## config.mk

```make
export PLATFORM = sky130hd
export DESIGN_NAME = keypad_decoder_flat
export DESIGN_NICKNAME = d
export VERILOG_FILES = /design/src/rtl/keypad_pkg.sv /design/src/rtl/keypad_decoder_if.sv /design/src/rtl/keypad_fifo.sv /design/src/rtl/keypad_decoder.sv /design/src/flat_wrapper.sv
export SDC_FILE = /design/constraint.sdc
export NUM_CORES = 1
export LEC_CHECK = 0
export BUFFER_PORTS_ARGS = -buffer_cell sky130_fd_sc_hd__buf_2
export CORE_MARGIN = 2
export CORE_UTILIZATION = 45
export CTS_CLUSTER_DIAMETER = 50
export DETAILED_ROUTE_END_ITERATION = 7
export PLACE_DENSITY = 0.61
export SYNTH_ARGS = -nofsm -noshare
export SYNTH_HDL_FRONTEND = slang
export SYNTH_HIERARCHICAL = 1
export SYNTH_SLANG_ARGS = --single-unit
```

## constraint.sdc

```tcl
create_clock -name clk -period 3.55 [get_ports clk]
set_input_delay 0.5325 -clock clk [delete_from_list [all_inputs] [get_ports clk]]
set_output_delay 0.5325 -clock clk [all_outputs]
set_load 0.01 [all_outputs]
```

## src/rtl/keypad_pkg.sv

```systemverilog
// Shared definitions for the keypad decoder: key codes, FSM state encoding
// and the 4x4 row/column to key-code map.
package keypad_pkg;

   localparam int KEY_W = 4;

   localparam logic [3:0] KEY_0    = 4'h0;
   localparam logic [3:0] KEY_1    = 4'h1;
   localparam logic [3:0] KEY_2    = 4'h2;
   localparam logic [3:0] KEY_3    = 4'h3;
   localparam logic [3:0] KEY_4    = 4'h4;
   localparam logic [3:0] KEY_5    = 4'h5;
   localparam logic [3:0] KEY_6    = 4'h6;
   localparam logic [3:0] KEY_7    = 4'h7;
   localparam logic [3:0] KEY_8    = 4'h8;
   localparam logic [3:0] KEY_9    = 4'h9;
   localparam logic [3:0] KEY_A    = 4'hA;
   localparam logic [3:0] KEY_B    = 4'hB;
   localparam logic [3:0] KEY_C    = 4'hC;
   localparam logic [3:0] KEY_D    = 4'hD;
   localparam logic [3:0] KEY_STAR = 4'hE;
   localparam logic [3:0] KEY_HASH = 4'hF;

   typedef enum logic [1:0] {
      WAIT_REL = 2'd0,
      IDLE     = 2'd1,
      HELD     = 2'd2
   } kp_state_e;

   // True when exactly one bit of a 4-bit vector is set.
   function automatic logic is_onehot4(input logic [3:0] v);
      return (v != 4'h0) && ((v & (v - 4'h1)) == 4'h0);
   endfunction

   // Index of the set bit of a one-hot vector (0 for anything else).
   function automatic logic [1:0] onehot_idx(input logic [3:0] v);
      logic [1:0] idx;
      case (v)
         4'b0001: idx = 2'd0;
         4'b0010: idx = 2'd1;
         4'b0100: idx = 2'd2;
         4'b1000: idx = 2'd3;
         default: idx = 2'd0;
      endcase
      return idx;
   endfunction

   // Row/column (both one-hot) to key code.
   function automatic logic [3:0] key_map(input logic [3:0] row, input logic [3:0] col);
      logic [3:0] code;
      case ({onehot_idx(row), onehot_idx(col)})
         4'b00_00: code = KEY_1;
         4'b00_01: code = KEY_2;
         4'b00_10: code = KEY_3;
         4'b00_11: code = KEY_A;
         4'b01_00: code = KEY_4;
         4'b01_01: code = KEY_5;
         4'b01_10: code = KEY_6;
         4'b01_11: code = KEY_B;
         4'b10_00: code = KEY_7;
         4'b10_01: code = KEY_8;
         4'b10_10: code = KEY_9;
         4'b10_11: code = KEY_C;
         4'b11_00: code = KEY_STAR;
         4'b11_01: code = KEY_0;
         4'b11_10: code = KEY_HASH;
         4'b11_11: code = KEY_D;
         default:  code = KEY_0;
      endcase
      return code;
   endfunction

endpackage

```

## src/rtl/keypad_decoder_if.sv

```systemverilog
// Key-code output channel: valid/ready handshake plus error/overflow pulses.
interface keypad_decoder_if;
   logic       key_valid;
   logic [3:0] key_code;
   logic       key_ready;
   logic       key_error;
   logic       key_overflow;

   modport master (
      output key_valid, key_code, key_error, key_overflow,
      input  key_ready
   );

   modport slave (
      input  key_valid, key_code, key_error, key_overflow,
      output key_ready
   );
endinterface

```

## src/rtl/keypad_fifo.sv

```systemverilog
// First-word-fall-through FIFO for key codes. A push while full is dropped
// and flagged, unless a pop happens on the same edge, in which case the push
// takes the slot being freed.
module keypad_fifo
   import keypad_pkg::*;
#(
   parameter int DEPTH = 4
) (
   input  logic             clk,
   input  logic             rst,
   input  logic             push_i,
   input  logic [KEY_W-1:0] data_i,
   input  logic             pop_i,
   output logic [KEY_W-1:0] data_o,
   output logic             empty_o,
   output logic             full_o,
   output logic             overflow_o
);

   localparam int AW = $clog2(DEPTH);
   localparam logic [AW:0]   FULL_CNT = (AW + 1)'(DEPTH);
   localparam logic [AW:0]   CNT_ONE  = (AW + 1)'(1);
   localparam logic [AW-1:0] PTR_ONE  = AW'(1);

   logic [KEY_W-1:0] mem_q [DEPTH];
   logic [AW-1:0]    wr_ptr_q, wr_ptr_d;
   logic [AW-1:0]    rd_ptr_q, rd_ptr_d;
   logic [AW:0]      count_q, count_d;
   logic             ovf_q, ovf_d;
   logic             pop_ok_s;
   logic             push_ok_s;

   assign empty_o    = (count_q == {(AW + 1){1'b0}});
   assign full_o     = (count_q == FULL_CNT);
   assign data_o     = mem_q[rd_ptr_q];
   assign overflow_o = ovf_q;

   // Accept/drop decisions and next pointer/count values.
   always_comb begin
      pop_ok_s  = pop_i && !empty_o;
      push_ok_s = push_i && (!full_o || pop_ok_s);
      ovf_d     = push_i && full_o && !pop_ok_s;
      wr_ptr_d  = push_ok_s ? (wr_ptr_q + PTR_ONE) : wr_ptr_q;
      rd_ptr_d  = pop_ok_s  ? (rd_ptr_q + PTR_ONE) : rd_ptr_q;
      case ({push_ok_s, pop_ok_s})
         2'b10:   count_d = count_q + CNT_ONE;
         2'b01:   count_d = count_q - CNT_ONE;
         default: count_d = count_q;
      endcase
   end

   // Storage, pointers, count and the registered overflow pulse.
   always_ff @(posedge clk) begin
      if (rst) begin
         for (int i = 0; i < DEPTH; i++) begin
            mem_q[i] <= {KEY_W{1'b0}};
         end
         wr_ptr_q <= {AW{1'b0}};
         rd_ptr_q <= {AW{1'b0}};
         count_q  <= {(AW + 1){1'b0}};
         ovf_q    <= 1'b0;
      end else begin
         if (push_ok_s) begin
            mem_q[wr_ptr_q] <= data_i;
         end
         wr_ptr_q <= wr_ptr_d;
         rd_ptr_q <= rd_ptr_d;
         count_q  <= count_d;
         ovf_q    <= ovf_d;
      end
   end

endmodule

```

## src/rtl/keypad_decoder.sv

```systemverilog
// Keypad decoder: turns each new debounced press from the poller into one
// 4-bit key code, buffered in a FWFT FIFO behind a valid/ready handshake.
// Optional feature macro: KEYPAD_REPEAT_EN enables auto-repeat while a key
// is held (first repeat after REPEAT_DELAY cycles, then every REPEAT_RATE).
module keypad_decoder
   import keypad_pkg::*;
#(
   parameter int          FIFO_DEPTH   = 4,
   parameter logic [15:0] REPEAT_DELAY = 16'd1000,
   parameter logic [15:0] REPEAT_RATE  = 16'd250
) (
   input  logic              clk,
   input  logic              rst,
   input  logic [3:0]        keypad_col_in,
   input  logic [3:0]        keypad_row_in,
   input  logic              key_pressed_in,
   keypad_decoder_if.master  kif
);

   kp_state_e  state_q, state_d;
   logic       error_q, error_d;
   logic       push_s;
   logic [3:0] push_code_s;
   logic       pattern_ok_s;
   logic       fifo_empty_s;
   logic       fifo_full_s;
   logic       fifo_ovf_s;

`ifdef KEYPAD_REPEAT_EN
   logic [15:0] rpt_cnt_q, rpt_cnt_d;
   logic        first_q, first_d;
   logic [3:0]  held_code_q, held_code_d;
   logic [15:0] rpt_limit_s;

   assign rpt_limit_s = first_q ? REPEAT_DELAY : REPEAT_RATE;
`else
   logic unused_params_s;
   assign unused_params_s = ^{REPEAT_DELAY, REPEAT_RATE};
`endif

   assign pattern_ok_s = is_onehot4(keypad_row_in) && is_onehot4(keypad_col_in);

   // Next-state, push and error decisions of the press-tracking FSM.
   always_comb begin
      state_d     = state_q;
      push_s      = 1'b0;
      push_code_s = key_map(keypad_row_in, keypad_col_in);
      error_d     = 1'b0;
`ifdef KEYPAD_REPEAT_EN
      rpt_cnt_d   = rpt_cnt_q;
      first_d     = first_q;
      held_code_d = held_code_q;
`endif
      case (state_q)
         WAIT_REL: begin
            if (!key_pressed_in) begin
               state_d = IDLE;
            end else begin
               state_d = WAIT_REL;
            end
         end
         IDLE: begin
            if (key_pressed_in) begin
               if (pattern_ok_s) begin
                  push_s  = 1'b1;
                  state_d = HELD;
`ifdef KEYPAD_REPEAT_EN
                  rpt_cnt_d   = 16'd0;
                  first_d     = 1'b1;
                  held_code_d = key_map(keypad_row_in, keypad_col_in);
`endif
               end else begin
                  error_d = 1'b1;
                  state_d = WAIT_REL;
               end
            end else begin
               state_d = IDLE;
            end
         end
         HELD: begin
            if (!key_pressed_in) begin
               state_d = IDLE;
`ifdef KEYPAD_REPEAT_EN
               rpt_cnt_d = 16'd0;
`endif
            end else begin
               state_d = HELD;
`ifdef KEYPAD_REPEAT_EN
               // Counter runs 0..limit-1 so the push lands exactly limit edges
               // after the previous one.
               if (rpt_cnt_q == (rpt_limit_s - 16'd1)) begin
                  push_s      = 1'b1;
                  push_code_s = held_code_q;
                  rpt_cnt_d   = 16'd0;
                  first_d     = 1'b0;
               end else begin
                  rpt_cnt_d = rpt_cnt_q + 16'd1;
               end
`endif
            end
         end
         default: begin
            state_d = WAIT_REL;
         end
      endcase
   end

   // FSM state and error-pulse registers.
   always_ff @(posedge clk) begin
      if (rst) begin
         state_q <= WAIT_REL;
         error_q <= 1'b0;
      end else begin
         state_q <= state_d;
         error_q <= error_d;
      end
   end

`ifdef KEYPAD_REPEAT_EN
   // Auto-repeat counter and the code captured at the start of the press.
   always_ff @(posedge clk) begin
      if (rst) begin
         rpt_cnt_q   <= 16'd0;
         first_q     <= 1'b1;
         held_code_q <= 4'h0;
      end else begin
         rpt_cnt_q   <= rpt_cnt_d;
         first_q     <= first_d;
         held_code_q <= held_code_d;
      end
   end
`endif

   keypad_fifo #(
      .DEPTH (FIFO_DEPTH)
   ) u_fifo (
      .clk        (clk),
      .rst        (rst),
      .push_i     (push_s),
      .data_i     (push_code_s),
      .pop_i      (kif.key_ready),
      .data_o     (kif.key_code),
      .empty_o    (fifo_empty_s),
      .full_o     (fifo_full_s),
      .overflow_o (fifo_ovf_s)
   );

   assign kif.key_valid    = !fifo_empty_s;
   assign kif.key_error    = error_q;
   assign kif.key_overflow = fifo_ovf_s;

   logic unused_full_s;
   assign unused_full_s = fifo_full_s;

endmodule

```

## src/flat_wrapper.sv

```systemverilog
// flat-port wrapper written by rule: the top's interface ports become plain ports
module keypad_decoder_flat import keypad_pkg::*;
#(
   parameter int          FIFO_DEPTH   = 4,
   parameter logic [15:0] REPEAT_DELAY = 16'd1000,
   parameter logic [15:0] REPEAT_RATE  = 16'd250
)
  (clk, rst, keypad_col_in, keypad_row_in, key_pressed_in, kif_key_valid, kif_key_code, kif_key_error, kif_key_overflow, kif_key_ready);
  keypad_decoder_if kif_i ();
  input  logic clk;
  input  logic rst;
  input  logic [3:0] keypad_col_in;
  input  logic [3:0] keypad_row_in;
  input  logic key_pressed_in;
  output wire logic [$bits(kif_i.key_valid)-1:0] kif_key_valid;
  output wire logic [$bits(kif_i.key_code)-1:0] kif_key_code;
  output wire logic [$bits(kif_i.key_error)-1:0] kif_key_error;
  output wire logic [$bits(kif_i.key_overflow)-1:0] kif_key_overflow;
  input wire logic [$bits(kif_i.key_ready)-1:0] kif_key_ready;
  assign kif_key_valid = kif_i.key_valid;
  assign kif_key_code = kif_i.key_code;
  assign kif_key_error = kif_i.key_error;
  assign kif_key_overflow = kif_i.key_overflow;
  assign kif_i.key_ready = kif_key_ready;
  keypad_decoder #(.FIFO_DEPTH(FIFO_DEPTH), .REPEAT_DELAY(REPEAT_DELAY), .REPEAT_RATE(REPEAT_RATE)) u_core (.clk(clk), .rst(rst), .keypad_col_in(keypad_col_in), .keypad_row_in(keypad_row_in), .key_pressed_in(key_pressed_in), .kif(kif_i));
endmodule
```

# Yosys cells after proc, flatten, opt, wreduce, memory -nomap -nowiden
# Memory sizes are Yosys's and may differ from the RTL's. A register that Yosys moved wholly into a read port is not among the register bits.
# Index checks and enable logic that the tools add are counted.
# W data, S select, Z words.
[word_totals] ff_bits=11 mem_bits_rw=16 mem_bits_ro=64 in_bits=12 wordCells=71 mem_count=2
[op_classes] addsub=6 eq_ne=11 mux=22 bitwise=4 n_reduce_logical=20
[mem_list] name="(name not given)" words=16 width=4 read_ports=1 rd_clocked_by_memory_dff=0 wr=0 line="keypad_pkg.sv:51" rtl="case ({onehot_idx(row), onehot_idx(col)})"
[mem_list] name="u_core.u_fifo.mem_q" words=4 width=4 read_ports=1 rd_clocked_by_memory_dff=1 wr=4 line="keypad_fifo.sv:25" rtl="logic [KEY_W-1:0] mem_q [DEPTH];"
[ops] cell="$pmux W2 S3" count=3
[ops] cell="$mux W2" count=6
[ops] cell="$mux W1" count=11
[ops] cell="$and A4 B4 Y4" count=2
[ops] cell="$eq A4 B2 Y1 const B" count=2
[ops] cell="$eq A4 B3 Y1 const B" count=2
[ops] cell="$eq A4 B4 Y1 const B" count=2
[ops] cell="$logic_not A4 Y1" count=2
[ops] cell="$reduce_bool A4 Y1" count=2
[ops] cell="$sub A4 B1 Y4 const B" count=2
[ops] cell="$logic_and A1 B1 Y1" count=7
[ops] cell="$pmux W3 S2" count=1
[ops] cell="$add A2 B1 Y2 const B" count=2
[ops] cell="$eq A2 B1 Y1 const B" count=2
[ops] cell="$eq A2 B2 Y1 const B" count=2
[ops] cell="$mux W4" count=1
[ops] cell="$reduce_or A4 Y1" count=1
[ops] cell="$add A3 B1 Y3 const B" count=1
[ops] cell="$eq A3 B3 Y1 const B" count=1
[ops] cell="$logic_not A1 Y1" count=3
[ops] cell="$logic_not A3 Y1" count=1
[ops] cell="$reduce_or A3 Y1" count=1
[ops] cell="$sub A3 B1 Y3 const B" count=1
[ops] cell="$logic_not A2 Y1" count=1
[ops] cell="other kinds (3)" count=4

# Logic depth before layout (Yosys ltp)
# Gate-level depths: netlist of run 1.
[logic_depth] ltp_word=14 mapped_depth=13 ltp_nobuf=12

# Modules after synthesis
# Netlist of run 1, hierarchy kept.
[by_module_without_submodules] mod="keypad_fifo" n_inst=1 cells_per_inst=99 area_per_inst_um2=1146.1 seq_area_each_um2=680.7
[by_module_without_submodules] mod="keypad_decoder" n_inst=1 cells_per_inst=54 area_per_inst_um2=422.9 seq_area_each_um2=60.1

# Worst setup path after synthesis of run 1
# Ideal clock, no wire load.
[synth_path] path_kind="input to register" from="in keypad_row_in[1]" to="reg u_core.u_fifo.count_q[2]" setup_ns=0.071 arrival_ns=2.653 t_required_ns=3.479 path_slack_ns=0.826 path_stages=13 path_buffers=2 cell_sequence="buf_2 or3_1 buf_2 a22oi_2 and3_1 and2_4 inv_1 ha_1 inv_1 fa_1 xor2_1 or3_1 a21oi_1"
[synth_via] elab_chain_len=11
[synth_lines] element="from (decl)" line="flat_wrapper.sv:13" rtl="input logic [3:0] keypad_row_in;"
[synth_lines] element="$sub A4 B1 Y4" line="keypad_pkg.sv:32" rtl="return (v != 4'h0) && ((v & (v - 4'h1)) == 4'h0);"
[synth_lines] element="$and A4 B4 Y4" line="keypad_pkg.sv:32"
[synth_lines] element="$logic_not A4 Y1" line="keypad_pkg.sv:32"
[synth_lines] element="$logic_and A1 B1 Y1 *" line="keypad_pkg.sv:32"
[synth_lines] element="$logic_and A1 B1 Y1 *" line="keypad_decoder.sv:41" rtl="assign pattern_ok_s = is_onehot4(keypad_row_in) && is_onehot4(keypad_col_in);"
[synth_lines] element="$mux W1 *" line="keypad_decoder.sv:64" rtl="if (pattern_ok_s) begin"
[synth_lines] element="$mux W1 *" line="keypad_decoder.sv:63" rtl="if (key_pressed_in) begin"
[synth_lines] element="$mux W1 *" line="keypad_decoder.sv:54" rtl="case (state_q)"
[synth_lines] element="via u_core.push_s" line="keypad_decoder.sv:22" rtl="logic push_s;"
[synth_lines] element="$logic_and A1 B1 Y1 *" line="keypad_fifo.sv:41" rtl="push_ok_s = push_i && (!full_o || pop_ok_s);"
[synth_lines] element="$eq A2 B1 Y1 / $eq A2 B2 Y1 (equally long branches)" line="keypad_fifo.sv:45" rtl="case ({push_ok_s, pop_ok_s})"
[synth_lines] element="$pmux W3 S2 / $reduce_bool A2 Y1 (equally long branches)"
[synth_lines] element="to (signal assigned)" line="keypad_fifo.sv:60" rtl="count_q <= {(AW + 1){1'b0}};"
[synth_lines] element="to (signal assigned)" line="keypad_fifo.sv:68" rtl="count_q <= count_d;"
[synth_lines] element="to (decl)" line="keypad_fifo.sv:28" rtl="logic [AW:0] count_q, count_d;"
# Mark *: on every way through the listed nets, which the timed path passes. The rest lies on a longest branch.
# A chain may end at the register's enable or synchronous reset.

# Worst setup path after layout of run 1
[layout_path] from="reg u_core.u_fifo.count_q[1]" to="reg u_core.u_fifo.count_q[2]"
[layout_via] elab_chain_len=7
[layout_lines] element="$logic_not A3 Y1" line="keypad_fifo.sv:33" rtl="assign empty_o = (count_q == {(AW + 1){1'b0}});"
[layout_lines] element="$logic_not A1 Y1" line="keypad_fifo.sv:40" rtl="pop_ok_s = pop_i && !empty_o;"
[layout_lines] element="$logic_and A1 B1 Y1" line="keypad_fifo.sv:40"
[layout_lines] element="$logic_or A1 B1 Y1" line="keypad_fifo.sv:41"
[layout_lines] element="$logic_and A1 B1 Y1" line="keypad_fifo.sv:41"
[layout_lines] element="$eq A2 B1 Y1 / $eq A2 B2 Y1 (equally long branches)" line="keypad_fifo.sv:45"
[layout_lines] element="$pmux W3 S2 / $reduce_bool A2 Y1 (equally long branches)"
# Parallel ways exist; a longest one is shown, timed or not.

==> metrics.csv, run 1 <==
metric,value,unit
ys_ff_latch,29,
syn_area_per_cell,10.3,µm²
regToRegSetupSlack,0.89,ns
fmax,377,MHz
wl,2.84,mm
synth_warnings,6,
path_clk_slew,0.11,ns
overflow,0,
dp.final_hpwl,2.15,mm
cts_root_buffer,clkbuf_4,
yosysTopAreaCellShare,30.6,%
diodes,0,
core-area,0.00334,mm²
finalWorstPathRequiredPeriod,2.66,ns
crit_path_cell_trace,"or4b_1, and2_4, inv_1, ha_1, inv_1, fa_1, xor2_1, or3_1, a21oi_1",
path_delay_family,simple AND/OR/NAND/NOR gates,
ys_top_cells_by_area,"edfxtp_1 31%, dfxtp_1 17%, mux4_2 5.7%",
initial_core_util,47.0,%
cts_buffers,5,
die_y,63.1,µm
crit_type,reg -> reg,
synth.most_common_cell,nor2_1,
synthCells,153,
endpoint_kind,flop,
drv_slew,0,
clock_tree.htree_level_count,2,
cts_num_sinks,29,
clockBufferDepth,2,
cp_common_cell,inv_1,
final_hold_viol_count,0,
cap_violations,0,
grt_use_total,16.6,%
synth-edff-count,16,
worst_slew_pin_slew,0.707,ns
fin_skew,0.0180,ns
dp_worst_setup_slack,0.544,ns
seq_area_frac_synth,47.2,%
critPathSlowestCell,or4b_1,
synthArstFlopShare,0,%
cts_resized,0,
wire_per_inst,13.0,µm
slew_headroom,52.4,%
critPathArrivalTime,2.94,ns
hold_slack,0.374,ns
drt.antenna.violating_nets,0,
timing.final.ws_setup,0.895,ns
dieArea,0.00398,mm²
synthDistinctLibCells,40,
start_kind,flop,
viasPerCell,5.27,
first_pass_iters,4,
cts_hold_buf,0,
vdd_drop_max,0.127,mV
yosys.area.top_type,edfxtp_1,
fin_setup_tns,0,ns
dr.first_iter.drc_count,83,
die_w,63.1,µm
fillCellCount,317,
clk-insertion-delay-late,0.34,ns
cp.buffers_inverters,2,
finalCritPeriodShare,74.8,%
post_cts_buffers,0,
hold_class,in -> reg,
antenna_found_initial,0,
grt_pass1_vias,1096,
grt_pass1_wl,5.06,mm
cpPeakStageDelay,0.68,ns
rows,21,
drive_gt1_share,20.9,%
ys_top_cells_by_count,"18 x nor2_1, 16 x edfxtp_1, 16 x inv_1",
area_delta_synth_final,10.9,%
crit_fanout,8,
grt_max_degree,14,
syn-num-nets,171,
drc_errors,0,
cts_tree,yes,
rsz0062_at_grt,no,
setup_viol,0,
via_count,1149,
cp_data_required_time,3.83,ns
io_buffers,18,
status,finished clean,
nets,189,
p_per_area,359,mW/mm²
routabilityCongestion,0.862,
p_leak,0.720,nW
io_pins,19,
synth_flop_cell,edfxtp_1,
syn_area,0.00157,mm²
## stage by stage
step | instances | area [µm²] | power, mW | utilization [%]
2_1_floorplan | 153 | 1570 | 0.412 | -
3_3_place_gp | 210 | 1690 | 0.430 | 50.5
3_5_place_dp | 210 | 1690 | 0.432 | 50.5
4_1_cts | 218 | 1740 | 0.630 | 52.2
5_1_grt | 218 | 1740 | 0.659 | 52.2
6_report | 218 | 1740 | 0.624 | 52.2
## cell families (layout without fill, tap and decap cells)
group,Yosys count,in the layout,synth area share (%)
multiplexers,9,9,9.09
buffers and inverters,23,42,5.82
AND/OR/NAND/NOR,57,57,19.0
XOR/XNOR,8,8,4.47
adder cells (fa/ha/maj),6,6,5.26
AO/OA/AOI/OAI,21,21,9.17
flip-flops,29,29,47.2
## layer usage
| metal | vias to the layer above | routed length [µm] | global-route usage, % |
|---|---|---|---|
| met1 | 543 | 1340 | 21.0 |
| met5 | - | 0 | 0 |
| met4 | 0 | 51 | 7.50 |
| met3 | 6 | 111 | 5.36 |
| li1 | 576 | - | - |
| met2 | 24 | 1330 | 25.9 |
## where the power goes
group          internal (mW)  switching (mW)
clock                 0.0745           0.126
sequential             0.360         0.00300
combinational         0.0267          0.0340
total                  0.462           0.163
## flip-flops by register name (all words and copies together), names as in the netlist, named ones only
signal,cells
u_core/u_fifo/mem_q,16
u_core/u_fifo/count_q,3
u_core/state_q,2
u_core/u_fifo/rd_ptr_q,2
u_core/u_fifo/wr_ptr_q,2
u_core/kif.key_error,1
u_core/u_fifo/overflow_o,1
## layout by cell type (no fill, tap or decap), types with 2 or more instances in the layout
cell type / Yosys / routed
buf_2: 4 / 18
nor2_1: 18 / 18
inv_1: 16 / 16
edfxtp_1: 16 / 16
dfxtp_1: 13 / 13
nor3_1: 6 / 6
nand3_1: 6 / 6
nand2_1: 6 / 6
clkbuf_4: 0 / 5
xor2_1: 5 / 5
or3_1: 5 / 5
ha_1: 5 / 5
a21oi_1: 4 / 4
mux4_2: 4 / 4
o21ai_0: 4 / 4
xnor2_1: 3 / 3
nor2b_1: 3 / 3
mux2i_1: 3 / 3
a31o_1: 3 / 3
clkinv_2: 0 / 2
and3_1: 2 / 2
mux2_2: 2 / 2
nand3b_1: 2 / 2
and3b_1: 2 / 2
o31ai_1: 2 / 2
## path summary, 6_finish.rpt
kind                       startpoint                  endpoint  depth (start not counted)
max reg2reg  u_core/u_fifo/count_q[1]  u_core/u_fifo/count_q[2]                          9
max          u_core/u_fifo/count_q[1]  u_core/u_fifo/count_q[2]                          9
min reg2reg         u_core/state_q[0]         u_core/state_q[0]                          1
min                    key_pressed_in         u_core/state_q[0]                          2
## final cells by class
type | instances | area [µm²] | area share [%]
flip-flops and latches | 29 | 741 | 42.6
multi-input cells | 101 | 737 | 42.3
repair buffers | 18 | 90.1 | 5.18
inverters | 16 | 60.1 | 3.45
well taps | 46 | 57.6 | 3.31
clock buffers | 5 | 37.5 | 2.16
clock inverters | 3 | 17.5 | 1.01
No activity file was read; power rests on OpenSTA's default activity.
==> run 2: changes to the inputs <==
Clock period 3.55 ns to 2.5 ns, I/O delays scaled along.
==> metrics.csv, run 2 (synthesis gave the netlist of run 1 again) <==
metric,value,unit,change
finalWorstPathRequiredPeriod,2.37,ns,was 2.66 ns
regMostFlops,u_core/u_fifo/mem_q,,unchanged
p_leak,0.792,nW,was 0.720 nW
finalCritPeriodShare,94.7,%,was 74.8%
final_hold_viol_count,0,,unchanged
clock_tree.htree_level_count,2,,unchanged
start_kind,flop,,unchanged
drc_errors,0,,unchanged
grt_pass1_wl,5.15,mm,was 5.06 mm
antenna_found_initial,0,,unchanged
dp.final_hpwl,2.23,mm,was 2.15 mm
viasPerCell,5.12,,was 5.27
rows,21,,unchanged
die_w,63.1,µm,unchanged
largest_reg_flops,16,,unchanged
regToRegSetupSlack,0.13,ns,was 0.89 ns
p_int,0.868,mW,was 0.462 mW
cts_num_sinks,29,,unchanged
fin_skew,0.00978,ns,was 0.0180 ns
diodes,0,,unchanged
cap_violations,0,,unchanged
swShare,20.2,%,was 26.0%
post_cts_buffers,0,,unchanged
reg.largest.list,"u_core/u_fifo/mem_q: 16 flops, u_core/u_fifo/count_q: 3 flops",,unchanged
io_buffers,18,,unchanged
crit_fanout,5,,was 8
rsz0062_at_grt,no,,unchanged
nets,199,,was 189
clk-insertion-delay-late,0.32,ns,was 0.34 ns
drv_slew,0,,unchanged
dr.first_iter.drc_count,40,,was 83
cp_data_required_time,2.75,ns,was 3.83 ns
layout_common_cells,"18 x buf_2, 18 x nor2_1, 16 x edfxtp_1",,"was 18 x buf_2, 18 x nor2_1, 16 x inv_1, 16 x edfxtp_1, 13 x dfxtp_1"
area_delta_synth_final,20.0,%,was 10.9%
status,finished clean,,unchanged
wire_per_inst,12.9,µm,was 13.0 µm
dieArea,0.00398,mm²,unchanged
first_pass_iters,4,,unchanged
cts_root_buffer,clkbuf_4,,unchanged
drive_gt1_share,28.0,%,was 20.9%
wl,2.94,mm,was 2.84 mm
critPathArrivalTime,2.62,ns,was 2.94 ns
overflow,0,,unchanged
hold_slack,0.249,ns,was 0.374 ns
p_per_area,577,mW/mm²,was 359 mW/mm²
worst_slew_pin_slew,0.416,ns,was 0.707 ns
core-area,0.00334,mm²,unchanged
path_clk_slew,0.09,ns,was 0.11 ns
crit_type,reg -> reg,,unchanged
hold_class,in -> reg,,unchanged
grt_use_total,16.6,%,about the same
fmax,422,MHz,was 377 MHz
seq_power_share,47.5,%,was 58.2%
endpoint_kind,flop,,unchanged
grt_pass1_vias,1218,,was 1096
vdd_drop_max,0.459,mV,was 0.127 mV
comb_power_share,9.0,%,was 9.7%
initial_core_util,47.0,%,unchanged
p_sw,0.219,mW,was 0.163 mW
cts_tree,yes,,unchanged
cts_buffers,5,,unchanged
drt.antenna.violating_nets,0,,unchanged
routabilityCongestion,0.753,,was 0.862
clockPowerShare,43.5,%,was 32.1%
clockBufferDepth,2,,unchanged
fin_setup_tns,0,ns,unchanged
die_y,63.1,µm,unchanged
cts_resized,0,,unchanged
grt_max_degree,14,,unchanged
io_pins,19,,unchanged
cts_hold_buf,0,,unchanged
slew_headroom,72.2,%,was 52.4%
setup_viol,0,,unchanged
via_count,1168,,was 1149
==> run 2: cell types whose count changed in the layout (fill, tap and decap cells not counted) <==
cell / change
inv_2: +2
buf_4: +10
inv_1: -2
bufinv_16: +2
fa_1: -1
fa_2: +1
ha_4: +1
clkinv_2: -1
clkinvlp_4: -1
and3_4: +1
ha_1: -1
and3_1: -1
==> run 2: critical path: stages (launching register included) <==
cell     delay [ns]
dfxtp_1        0.35
or4b_1         0.57
and2_4         0.20
inv_2          0.08
ha_4           0.14
inv_2          0.04
fa_2           0.34
xor2_1         0.16
or3_1          0.31
a21oi_1        0.12
==> run 2: cell type report <==
class	count	area, µm²
clock buffers	5	37.5
clock inverters	3	65.1
fillers	307	1450
inverters	16	60.1
multi-input cells	101	757
flip-flops and latches	29	741
well taps	46	57.6
repair buffers	28	165
==> run 2: per-stage QoR <==
step | utilization, % | power (mW) | instance area, µm² | std cells | setup WS, ns
floorplan | - | 0.587 | 1600 | 153 | 0.00991
global placement | 53.4 | 0.620 | 1780 | 220 | 0.0227
detailed placement | 53.4 | 0.624 | 1780 | 220 | -0.0287
CTS | 56.4 | 1.10 | 1880 | 228 | 0.122
global route | 56.4 | 1.12 | 1880 | 228 | 0.0282
finish | 56.4 | 1.09 | 1880 | 228 | 0.132
==> run 2: path summary, 6_finish.rpt <==
check	cells after the start	startpoint	end
worst max-delay path	9	u_core/u_fifo/count_q[1]	u_core/u_fifo/count_q[2]
worst max register to register	9	u_core/u_fifo/count_q[1]	u_core/u_fifo/count_q[2]
worst min register to register	1	u_core/state_q[0]	u_core/state_q[0]
worst min-delay path	2	key_pressed_in	u_core/state_q[0]
==> run 2: power by group through the flow <==
stage	sequential [mW]	combinational, mW	clock (mW)
final	0.516	0.0974	0.473
after floorplan	0.525	0.0617	0
after detailed placement	0.527	0.0971	0
after global routing	0.518	0.108	0.498
after CTS	0.516	0.0979	0.486
after global placement	0.527	0.0933	0
==> run 2: routing by layer <==
layer / track usage (%) / wire length (µm) / vias to the layer above
met4: 6.67 / 46 / 0
met2: 30.5 / 1480 / 21
met1: 18.9 / 1320 / 545
met3: 3.21 / 82 / 7
li1: - / - / 595
met5: 0 / 0 / -
